`config.mk`:
```
export PLATFORM = sky130hd
export DESIGN_NAME = slti
export DESIGN_NICKNAME = d
export VERILOG_FILES = /design/src/rtl/slti.sv
export SDC_FILE = /design/constraint.sdc
export NUM_CORES = 1
export LEC_CHECK = 0
export ABC_AREA = 1
export ABC_CLOCK_PERIOD_IN_PS = 5030
export CORE_ASPECT_RATIO = 1.4
export CORE_MARGIN = 5
export CORE_UTILIZATION = 48
export DETAILED_ROUTE_END_ITERATION = 16
export HOLD_SLACK_MARGIN = 0.1
export PLACE_DENSITY = 0.95
export SLEW_MARGIN = 0
export SYNTH_ARGS = -nofsm -noshare
export SYNTH_HDL_FRONTEND = slang
export SYNTH_SLANG_ARGS = --single-unit
```
`constraint.sdc`:
```
create_clock -name clk -period 5.03 [get_ports clk]
set_clock_uncertainty 0.2 [all_clocks]
set_input_delay 1.509 -clock clk [delete_from_list [all_inputs] [get_ports clk]]
set_output_delay 1.509 -clock clk [all_outputs]
set_load 0.005 [all_outputs]
```
`src/rtl/slti.sv`:
```
// slti: set-on-less-than-immediate for the 16-bit execute stage (SLTI / SLTIU).
// Latency: 1 cycle; rt/lt_flag/eq_flag/out_valid are all flop outputs.
// Backpressure: none; accepts one compare per cycle and never stalls.
//
// Ports:
//   clk, reset      - clock and synchronous active-high reset
//   in_valid        - launch a compare of rs against immediate this edge
//   unsigned_mode   - 0 = signed compare, 1 = unsigned compare
//   rs, immediate   - 16-bit operands A and B (immediate used as-is)
//   rt              - 16'h0001 when A < B, else 16'h0000
//   out_valid       - one-cycle strobe marking a fresh result
//   lt_flag         - copy of rt[0]
//   eq_flag         - A == B for the launched compare
module slti (
   input  logic        clk,
   input  logic        reset,
   input  logic        in_valid,
   input  logic        unsigned_mode,
   input  logic [15:0] rs,
   input  logic [15:0] immediate,
   output logic [15:0] rt,
   output logic        out_valid,
   output logic        lt_flag,
   output logic        eq_flag
);

   logic [16:0] diff;
   logic [15:0] sum;
   logic        carry;
   logic        ovf;
   logic        lt;
   logic        eq;

   // A - B as A + ~B + 1; carry-out high means no borrow (A >= B unsigned).
   assign diff  = {1'b0, rs} + {1'b0, ~immediate} + 17'd1;
   assign sum   = diff[15:0];
   assign carry = diff[16];

   // Signed overflow: operands differ in sign and the result sign flipped away from A.
   assign ovf = (rs[15] != immediate[15]) && (sum[15] != rs[15]);

   assign lt = unsigned_mode ? ~carry : (sum[15] ^ ovf);
   assign eq = (sum == 16'h0000);

   always_ff @(posedge clk) begin
      if (reset) begin
         rt        <= 16'h0000;
         out_valid <= 1'b0;
         lt_flag   <= 1'b0;
         eq_flag   <= 1'b0;
      end else begin
         out_valid <= in_valid;
         // Results hold between compares so the consumer can read them late.
         if (in_valid) begin
            rt      <= {15'b0, lt};
            lt_flag <= lt;
            eq_flag <= eq;
         end
      end
   end

endmodule

```
==> results.ini, run 1 <==
[critical_path]
r2r_cells = 2
path_max_fanout = 8
crit_path_frequent_cell = nand2_1
endpoint = eq_flag
worstPathArrival_ps = 4370
path_cells = clkdlybuf4s50_1 -> inv_1 -> ha_1 -> nand2_1 -> nor2_1 -> nand2_1 -> nand3_2 -> nand2_1 -> nand2_1 -> nand2_1 -> nand2_1 -> a21oi_1 -> fa_1 -> nand4_1 -> nor2_1 -> nand2_1 -> nor2_1 -> nand2_1 -> nor2_1 -> nand3_1 -> nor2_1 -> nand2_1 -> a21oi_2
worstReg2RegStart = lt_flag
critPathLaunchType = primary input
cpMaxStageDelayCell = fa_1
slowest_delay_ps = 480
timing_worst_setup_path_type = primary input to register
reg2reg_slack_ps = 4200
r2r_end = lt_flag
worstPathRequired_ps = 5010
startpoint = immediate[2]
end_kind = register

[detailed_routing]
vias_per_cell = 4.61
drt-total-wl_um = 3270
ant_nets = 0
wl_per_cell_um = 9.85
vias = 1530
drt_pass1_iterations = 4
drt_iter0_drc = 48
drcViolationCount = 0

[global_route]
grt_pass1_wl_um = 5450
grt_max_degree = 9
grt_pass1_vias = 1446
gr-usage-all-layers_pct = 17.5
met3_usage_pct = 1.84
antenna_found_initial = 0
grt_most_used_layer = met2
gr-total-overflow = 0
grt.met1_usage_pct = 18.3
met2_usage_pct = 33.8

[floorplanning]
die-area_um2 = 4010
initial_core_util_pct = 50.9
floorplan.rows = 22
num_io_pins = 55
core_um2 = 2670
dieWidth_um = 55.0
die_h_um = 73.0

[timing]
hold_violations = 0
timing.fmax_mhz = 228
fin_setup_tns_ps = 0
rsz0062_at_grt = false
setup_slack_ps = 640
fin_crit_sh_pct = 87.3
finalSetupViolCount = 0
slew_violations = 0
period_needed_ps = 4390

[logic_synthesis]
synth.cell_area_um2 = 1360
synth_top_area_cell = nand2_1
synth_warnings = 0
yosysUniqueCellTypes = 22
ys_top_cells_by_area = nand2_1 25%, inv_1 17%, ha_1 15%, buf_4 8.8%, nand3_1 6.3%
synth_top_area_share_pct = 24.6
syn_inst = 256
ys_seq_elements = 3
synth_area_per_cell_um2 = 5.31
yosysSeqAreaShare_pct = 4.42

[final_layout]
regArea_um2 = 60.1
nets = 351
layout-drive-gt1-share_pct = 5.07
layout_common_cells = 89 x nand2_1, 61 x inv_1, 39 x clkdlybuf4s50_1, 19 x nor2_1, 17 x nand3_1
multi_input_comb_area_um2 = 987
fillerInstances = 266
fin_util_pct = 65.2
final_area_um2 = 1740
diodes = 0
syn_to_final_growth_pct = 28.2
final_common_cell = nand2_1

[clock_tree]
postCtsSetupRepairBufs = 0
cts_root_buf = clkbuf_4
clk_pin_slew_ps = 40
clk_latency_ps = 240
cts.path.max_buffers = 2
cts_buffers = 3
clock-sinks = 3
hold_buffers = 0
tritoncts = done
post_cts_resized = 0
htree_levels = 1

[place]
port_buffers = 39
dpl.hpwl_um = 2920
dp_slack_ps = 374
routabilityCongestion = 0.953
placed_area_um2 = 1720

[power]
p_leak_nw = 1.06
vdd_drop_max_mv = 0.0652
totalPowerFinal_uw = 231
power_per_cell_area_nw_per_um2 = 133

[outcome]
status = completed

[worst_hold_path]
worstHoldPathType = register to register

[flow_run]
maxCapViolations = 0

kinds of logic after synthesis:
group,after synthesis,synth area share [%]
adders and majority gates,18,17.7
and+or+nand+nor,142,45.4
buffers and inverters,79,26.8
AOI/OAI and AO/OA,13,5.43
DFF,3,4.42
other,1,0.276
sequential cells by signal (all words and copies together), names as in the netlist:
signal and count:
lt_flag 1, out_valid 1, eq_flag 1
through the flow:
stage	cells	hold slack [ps]
after global placement	328	270
final	332	274
after global routing	332	297
after floorplan	270	266
after detailed placement	328	272
after CTS	332	274
cells in the mapped netlist:
| library cell | count |
|---|---|
| nand2_1 | 89 |
| inv_1 | 61 |
| nor2_1 | 19 |
| nand3_1 | 17 |
| buf_4 | 16 |
| ha_1 | 16 |
| a21oi_1 | 10 |
| nand2_2 | 5 |
| dfxtp_1 | 3 |
| nand3b_1 | 3 |
| a211oi_1 | 2 |
| fa_1 | 2 |
| nand3_2 | 2 |
| nand4_1 | 2 |
| nor2_4 | 2 |
| a21oi_2 | 1 |
| and2_1 | 1 |
| buf_6 | 1 |
| conb_1 | 1 |
| inv_2 | 1 |
| nor2_2 | 1 |
| nor3_1 | 1 |
layer usage:
layer / vias to the layer above / part of all wire (%)
li1: 819 / -
met1: 671 / 39
met2: 35 / 55
met3: 5 / 4.6
met4: 0 / 1.0
met5: - / 0
worst min-delay path by stage:
stage	start	to	slack, ps	cells after the start
floorplan	eq_flag	eq_flag	270	2
global placement	eq_flag	eq_flag	270	2
detailed placement	eq_flag	eq_flag	270	2
CTS	eq_flag	eq_flag	270	2
global route	eq_flag	eq_flag	300	2
finish	eq_flag	eq_flag	270	2
power breakdown:
part / switching, mW / total [mW] / internal, mW
clock network: 0.0145 / 0.0443 / 0.0299
registers: 0.000578 / 0.0256 / 0.0250
logic: 0.0894 / 0.161 / 0.0717
total: 0.104 / 0.231 / 0.127
critical path, delay by kind of cell:
family	cells	cell delay, ps
compound gates	2	170
fa+ha+maj	2	890
buf+inv	2	490
simple gates	17	1330
cell type report:
type                            count  area share [%]
Tap cell                           36            2.59
Sequential cell                     3            3.45
Multi-Input combinational cell    188            56.7
Inverter                           62            13.4
Timing Repair Buffer               39            22.4
Clock buffer                        4            1.51
Note: power is estimated with default switching activity, not from simulation.
==> run 2, diff against run 1 <==
CAP_MARGIN = 20   (was default)
CORE_UTILIZATION = 40   (was 48)
PLACE_DENSITY = 0.87   (was 0.95)
RECOVER_POWER = 50   (was default)
==> run 2 against run 1 <==
Worst setup slack worse by 78 ps. Utilization fell by 12 points. Flip-flop and latch count unchanged. Cell count grew 1.2%. Critical path type unchanged. Maximum frequency fell by 1.8%. Worst hold slack better by 18 ps. Combinational power hardly changed.
==> results.ini, run 2 (same netlist as run 1, synthesis figures left out) <==
[timing]
slew_violations = 0  ; unchanged
whs_ps = 292  ; +17.7 ps
setup_slack_ps = 562  ; -78.4 ps
fin_setup_tns_ps = 0  ; unchanged
period_needed_ps = 4470  ; +78.4 ps
hold_violations = 0  ; unchanged
rsz0062_at_grt = false
fin_crit_sh_pct = 88.8  ; +1.6 points
finalSetupViolCount = 0  ; unchanged
timing.fmax_mhz = 224  ; -1.8%

[critical_path]
cp_num_buf_inv = 2  ; unchanged
worstReg2RegStart = eq_flag
path_max_fanout = 8  ; unchanged
worstPathRequired_ps = 4970  ; -40 ps
slowest_delay_ps = 490  ; about the same
end_kind = register
r2r_cells = 2  ; unchanged
cpLargestDelayFamily = simple AND/OR/NAND/NOR gates
path_depth = 23  ; unchanged
path_cells = clkdlybuf4s50_1 -> inv_1 -> ha_1 -> nand2_1 -> nor2_1 -> nand2_1 -> nand3_2 -> nand2_1 -> nand2_1 -> nand2_1 -> nand2_1 -> a21oi_1 -> fa_1 -> nand4_1 -> nor2_1 -> nand2_1 -> nor2_1 -> nand2_1 -> nor2_1 -> nand3_1 -> nor2_1 -> nand2_1 -> a21oi_2
worstPathArrival_ps = 4410  ; +40 ps
cpMaxStageDelayCell = fa_1
startpoint = immediate[2]
critPathLaunchType = primary input
crit_path_frequent_cell = nand2_1
timing_worst_setup_path_type = primary input to register

[power]
p_seq_share_pct = 10.2  ; -0.9 points
internal_power_uw = 150  ; +19%
p_leak_nw = 1.07  ; +1.3%
pwr-share-comb_pct = 63.2  ; -6.5 points
power_per_cell_area_nw_per_um2 = 143  ; +7.8%
switching_share_pct = 40.5  ; -4.7 points
vdd_drop_max_mv = 0.0749  ; +15%
power_switching_uw = 102  ; -2.1%
clkPwrFrac_pct = 26.7  ; +7.5 points

[floorplanning]
core_um2 = 3320  ; +24%
initial_core_util_pct = 41.0  ; -9.9 points
dieWidth_um = 59.3  ; +7.8%
die_h_um = 79.0  ; +8.2%
num_io_pins = 55  ; unchanged
floorplan.rows = 25  ; +14%
die-area_um2 = 4680  ; +17%

[global_route]
met3_usage_pct = 1.46  ; -0.38 points
gr-total-overflow = 0  ; unchanged
grt_max_degree = 9  ; unchanged
antenna_found_initial = 0  ; unchanged
grt.met1_usage_pct = 13.2  ; -5.1 points
gr-usage-all-layers_pct = 12.8  ; -4.7 points
grt_pass1_wl_um = 4930  ; -9.5%
grt_pass1_vias = 1288  ; -11%
grt_most_used_layer = met2
met2_usage_pct = 25.7  ; -8.1 points

[detailed_routing]
vias_per_cell = 4.43  ; -3.8%
wl_per_cell_um = 9.28  ; -5.8%
vias = 1490  ; -2.6%
drt_pass1_iterations = 4  ; unchanged
ant_nets = 0  ; unchanged
drt_iter0_drc = 42  ; -13%
drt-total-wl_um = 3120  ; -4.6%
drcViolationCount = 0  ; unchanged

[place]
dp_slack_ps = 356  ; -17.9 ps
routabilityCongestion = 0.870  ; -8.6%
dpl.hpwl_um = 2790  ; -4.5%
port_buffers = 39  ; unchanged
dpl.cell_count = 332  ; +1.2%

[final_layout]
multi_input_comb_area_um2 = 987  ; unchanged
regArea_um2 = 60.1  ; unchanged
final_common_cell = nand2_1
diodes = 0  ; unchanged
layout-drive-gt1-share_pct = 5.07  ; unchanged
largest_registers = eq_flag x1, lt_flag x1, out_valid x1
instances_no_fill = 336  ; +1.2%
layout_common_cells = 89 x nand2_1, 61 x inv_1, 36 x clkdlybuf4s50_1, 19 x nor2_1, 17 x nand3_1
nets = 351  ; unchanged
fillerInstances = 349  ; +31%
syn_to_final_growth_pct = 29.9
fin_util_pct = 53.2  ; -12 points

[outcome]
status = completed

[clock_tree]
cts_root_buf = clkbuf_8
tritoncts = done
htree_levels = 1  ; unchanged
clk_latency_ps = 210  ; -30 ps
clk_pin_slew_ps = 30  ; about the same
hold_buffers = 0  ; unchanged
cts.path.max_buffers = 2  ; unchanged
cts_buffers = 3  ; unchanged
post_cts_resized = 0  ; unchanged
clock-sinks = 3  ; unchanged
postCtsSetupRepairBufs = 0  ; unchanged

[worst_hold_path]
hp-start = lt_flag
min_delay_path_depth = 2  ; unchanged
worstHoldPathType = register to register

[flow_run]
maxCapViolations = 0  ; unchanged

[run 2: through the flow]
stage / power, mW / area, µm²
after floorplan: 0.142 / 1410
after CTS: 0.254 / 1770
final: 0.252 / 1770
after global placement: 0.184 / 1720
after detailed placement: 0.185 / 1720
after global routing: 0.280 / 1770
[run 2: tightest hold or removal path: cells and delay by family, from the launching register on]
kind | cells | cell delay, ps
DFF | 1 | 310
AOI/OAI and AO/OA | 1 | 50
and+or+nand+nor | 1 | 90
[run 2: power by group through the flow]
| stage | combinational [mW] | clock (mW) | sequential [mW] |
|---|---|---|---|
| floorplan | 0.116 | 0 | 0.0261 |
| global placement | 0.158 | 0 | 0.0259 |
| detailed placement | 0.159 | 0 | 0.0260 |
| CTS | 0.160 | 0.0684 | 0.0256 |
| global route | 0.183 | 0.0721 | 0.0257 |
| finish | 0.159 | 0.0673 | 0.0256 |
[run 2: cell type report]
cell class	instances	area share, %
flip-flops and latches	3	3.40
inverters	62	13.2
multi-input cells	188	55.9
clock buffers	4	2.55
repair buffers	39	22.1
well taps	40	2.83
[run 2: metal layers]
metal / wire length (µm) / share of wire (%) / up-vias
met4: 31 / 0.99 / 0
met3: 180 / 5.8 / 6
met2: 1760 / 56 / 39
met1: 1150 / 37 / 624
li1: - / - / 821
met5: 0 / 0 / -
[run 2: worst paths after layout]
path	endpoint	slack [ps]
max	eq_flag	560
min	lt_flag	290
max reg2reg	eq_flag	4200
min reg2reg	lt_flag	290
==> run 3, diff against run 2 <==
CAP_MARGIN = default   (was 20)
GPL_ROUTABILITY_DRIVEN = 0   (was default)
==> run 3 against run 2 <==
Wire length shrank 0.96%. Clock power grew 2%. Via count grew 0.94%. Maximum frequency is essentially flat. Critical path depth is the same. Cell area is the same. Worst hold slack gained 8.9 ps. Clock-buffer cell count is the same. Die area is the same. Sequential share of layout area is the same. Utilization is the same. Non-clock buffer count is the same.
==> results.ini, run 3 (same netlist as run 1, synthesis figures left out) <==
[detailed_routing]
drt_pass1_iterations = 4  ; unchanged
vias_per_cell = 4.48  ; +0.94%
drcViolationCount = 0  ; unchanged
wl_met2_um = 1730  ; -1.4%
ant_nets = 0  ; unchanged
drt_iter0_drc = 20  ; -52%
wl_met1_um = 1120  ; -2.3%
top_layer = met4
routed-wl-met3_um = 194  ; +7.8%
drt-total-wl_um = 3090  ; -0.96%
wl_per_cell_um = 9.19  ; -0.96%
vias = 1504  ; +0.94%

[critical_path]
startpoint = immediate[2]
cp_num_buf_inv = 2  ; unchanged
cpLargestDelayFamily = simple AND/OR/NAND/NOR gates
cpMaxStageDelayCell = fa_1
r2r_end = lt_flag
critPathLaunchType = primary input
end_kind = register
path_max_fanout = 8  ; unchanged
worstPathRequired_ps = 4980  ; about the same
crit_path_frequent_cell = nand2_1
worstReg2RegStart = lt_flag
path_cells = clkdlybuf4s50_1 -> inv_1 -> ha_1 -> nand2_1 -> nand2_1 -> nand2_1 -> nand3_2 -> nand2_1 -> nand2_1 -> nand2_1 -> nand2_1 -> a21oi_1 -> fa_1 -> nand4_1 -> nor2_1 -> nand2_1 -> nor2_1 -> nand2_1 -> nor2_1 -> nand3_1 -> nor2_1 -> nand2_1 -> a21oi_2
reg2reg_slack_ps = 4190  ; about the same
r2r_cells = 2  ; unchanged
slowest_delay_ps = 480  ; about the same
worstPathArrival_ps = 4420  ; about the same
timing_worst_setup_path_type = primary input to register

[final_layout]
syn_to_final_growth_pct = 29.9  ; unchanged
layout_common_cells = 89 x nand2_1, 61 x inv_1, 36 x clkdlybuf4s50_1, 19 x nor2_1, 17 x nand3_1
layout-drive-gt1-share_pct = 5.07  ; unchanged
diodes = 0  ; unchanged
nets = 351  ; unchanged
largest_registers = eq_flag x1, lt_flag x1, out_valid x1
fillerInstances = 364  ; +4.3%
final_common_cell = nand2_1
multi_input_comb_area_um2 = 987  ; unchanged
regArea_um2 = 60.1  ; unchanged

[timing]
setup_slack_ps = 560  ; -2.22 ps
slew_violations = 0  ; unchanged
hold_violations = 0  ; unchanged
rsz0062_at_grt = false
fin_crit_sh_pct = 88.9  ; about the same
timing.fmax_mhz = 224  ; about the same
finalSetupViolCount = 0  ; unchanged
fin_setup_tns_ps = 0  ; unchanged
period_needed_ps = 4470  ; +2.22 ps

[worst_hold_path]
min_delay_path_depth = 2  ; unchanged
worstHoldPathType = register to register
whs_endpoint = lt_flag
hp-start = lt_flag

[floorplanning]
initial_core_util_pct = 41.0  ; unchanged
core_um2 = 3320  ; unchanged
die-area_um2 = 4680  ; unchanged
die_h_um = 79.0  ; unchanged
num_io_pins = 55  ; unchanged
floorplan.rows = 25  ; unchanged
dieWidth_um = 59.3  ; unchanged

[power]
power_per_cell_area_nw_per_um2 = 143  ; +0.27%
p_leak_nw = 1.07  ; unchanged
clkPwrFrac_pct = 27.2  ; +0.5 points
pwr-share-comb_pct = 62.7  ; -0.5 points
vdd_drop_max_mv = 0.121  ; +61%
power_switching_uw = 103  ; +0.58%
p_seq_share_pct = 10.1  ; about the same
internal_power_uw = 150  ; about the same
switching_share_pct = 40.6  ; +0.12 points

[place]
dp_slack_ps = 355  ; -1.23 ps
dpl.hpwl_um = 2760  ; -0.93%
port_buffers = 39  ; unchanged

[global_route]
grt_max_degree = 9  ; unchanged
grt_pass1_wl_um = 5080  ; +2.9%
gr-usage-all-layers_pct = 13.2  ; +0.36 points
gr-total-overflow = 0  ; unchanged
grt_pass1_vias = 1374  ; +6.7%
antenna_found_initial = 0  ; unchanged

[clock_tree]
cts.path.max_buffers = 2  ; unchanged
clock-sinks = 3  ; unchanged
htree_levels = 1  ; unchanged
clk_latency_ps = 210  ; about the same
hold_buffers = 0  ; unchanged
tritoncts = done
post_cts_resized = 0  ; unchanged
clk_pin_slew_ps = 30  ; about the same
cts_buffers = 3  ; unchanged
postCtsSetupRepairBufs = 0  ; unchanged
cts_root_buf = clkbuf_8

[outcome]
status = completed

[flow_run]
maxCapViolations = 0  ; unchanged

[run 3: cell counts in the layout (fill, tap and decap cells not counted)]
No cell type changed its count.
[run 3: worst max path at each step]
stage | to | slack [ps] | cells after the start
6_report | eq_flag | 560 | 23
5_1_grt | eq_flag | 230 | 23
4_1_cts | eq_flag | 530 | 23
3_5_place_dp | eq_flag | 360 | 23
3_3_place_gp | eq_flag | 470 | 23
2_1_floorplan | eq_flag | 1110 | 23
[run 3: routing by layer]
metal  up-vias  track usage [%]
met2        41             26.6
met5         -                0
met3         6             1.46
li1        815                -
met1       642             13.0
met4         0             4.54
[run 3: through the flow]
stage	area, µm²	std cells	total power, mW	hold slack (ps)	util, %
after floorplan	1410	270	0.142	266	-
after global placement	1720	332	0.183	280	51.9
after detailed placement	1720	332	0.184	288	51.9
after CTS	1770	336	0.255	304	53.2
after global routing	1770	336	0.282	320	53.2
final	1770	336	0.253	301	53.2
[run 3: power by group through the flow]
stage | Sequential (mW) | Combinational (mW) | Clock, mW
floorplan | 0.0261 | 0.116 | 0
global placement | 0.0259 | 0.157 | 0
detailed placement | 0.0260 | 0.158 | 0
CTS | 0.0257 | 0.159 | 0.0699
global route | 0.0258 | 0.182 | 0.0742
finish | 0.0257 | 0.159 | 0.0688
[run 3: layout make-up]
cell class	count	share of cell area, %
clock buffers	4	2.55
inverters	62	13.2
multi-input cells	188	55.9
flip-flops and latches	3	3.40
well taps	40	2.83
repair buffers	39	22.1
[run 3: tightest hold or removal path, cell delays in order (launching register included)]
cell      delay (ps)
dfxtp_1          310
nor2_1            90
a211oi_1          50
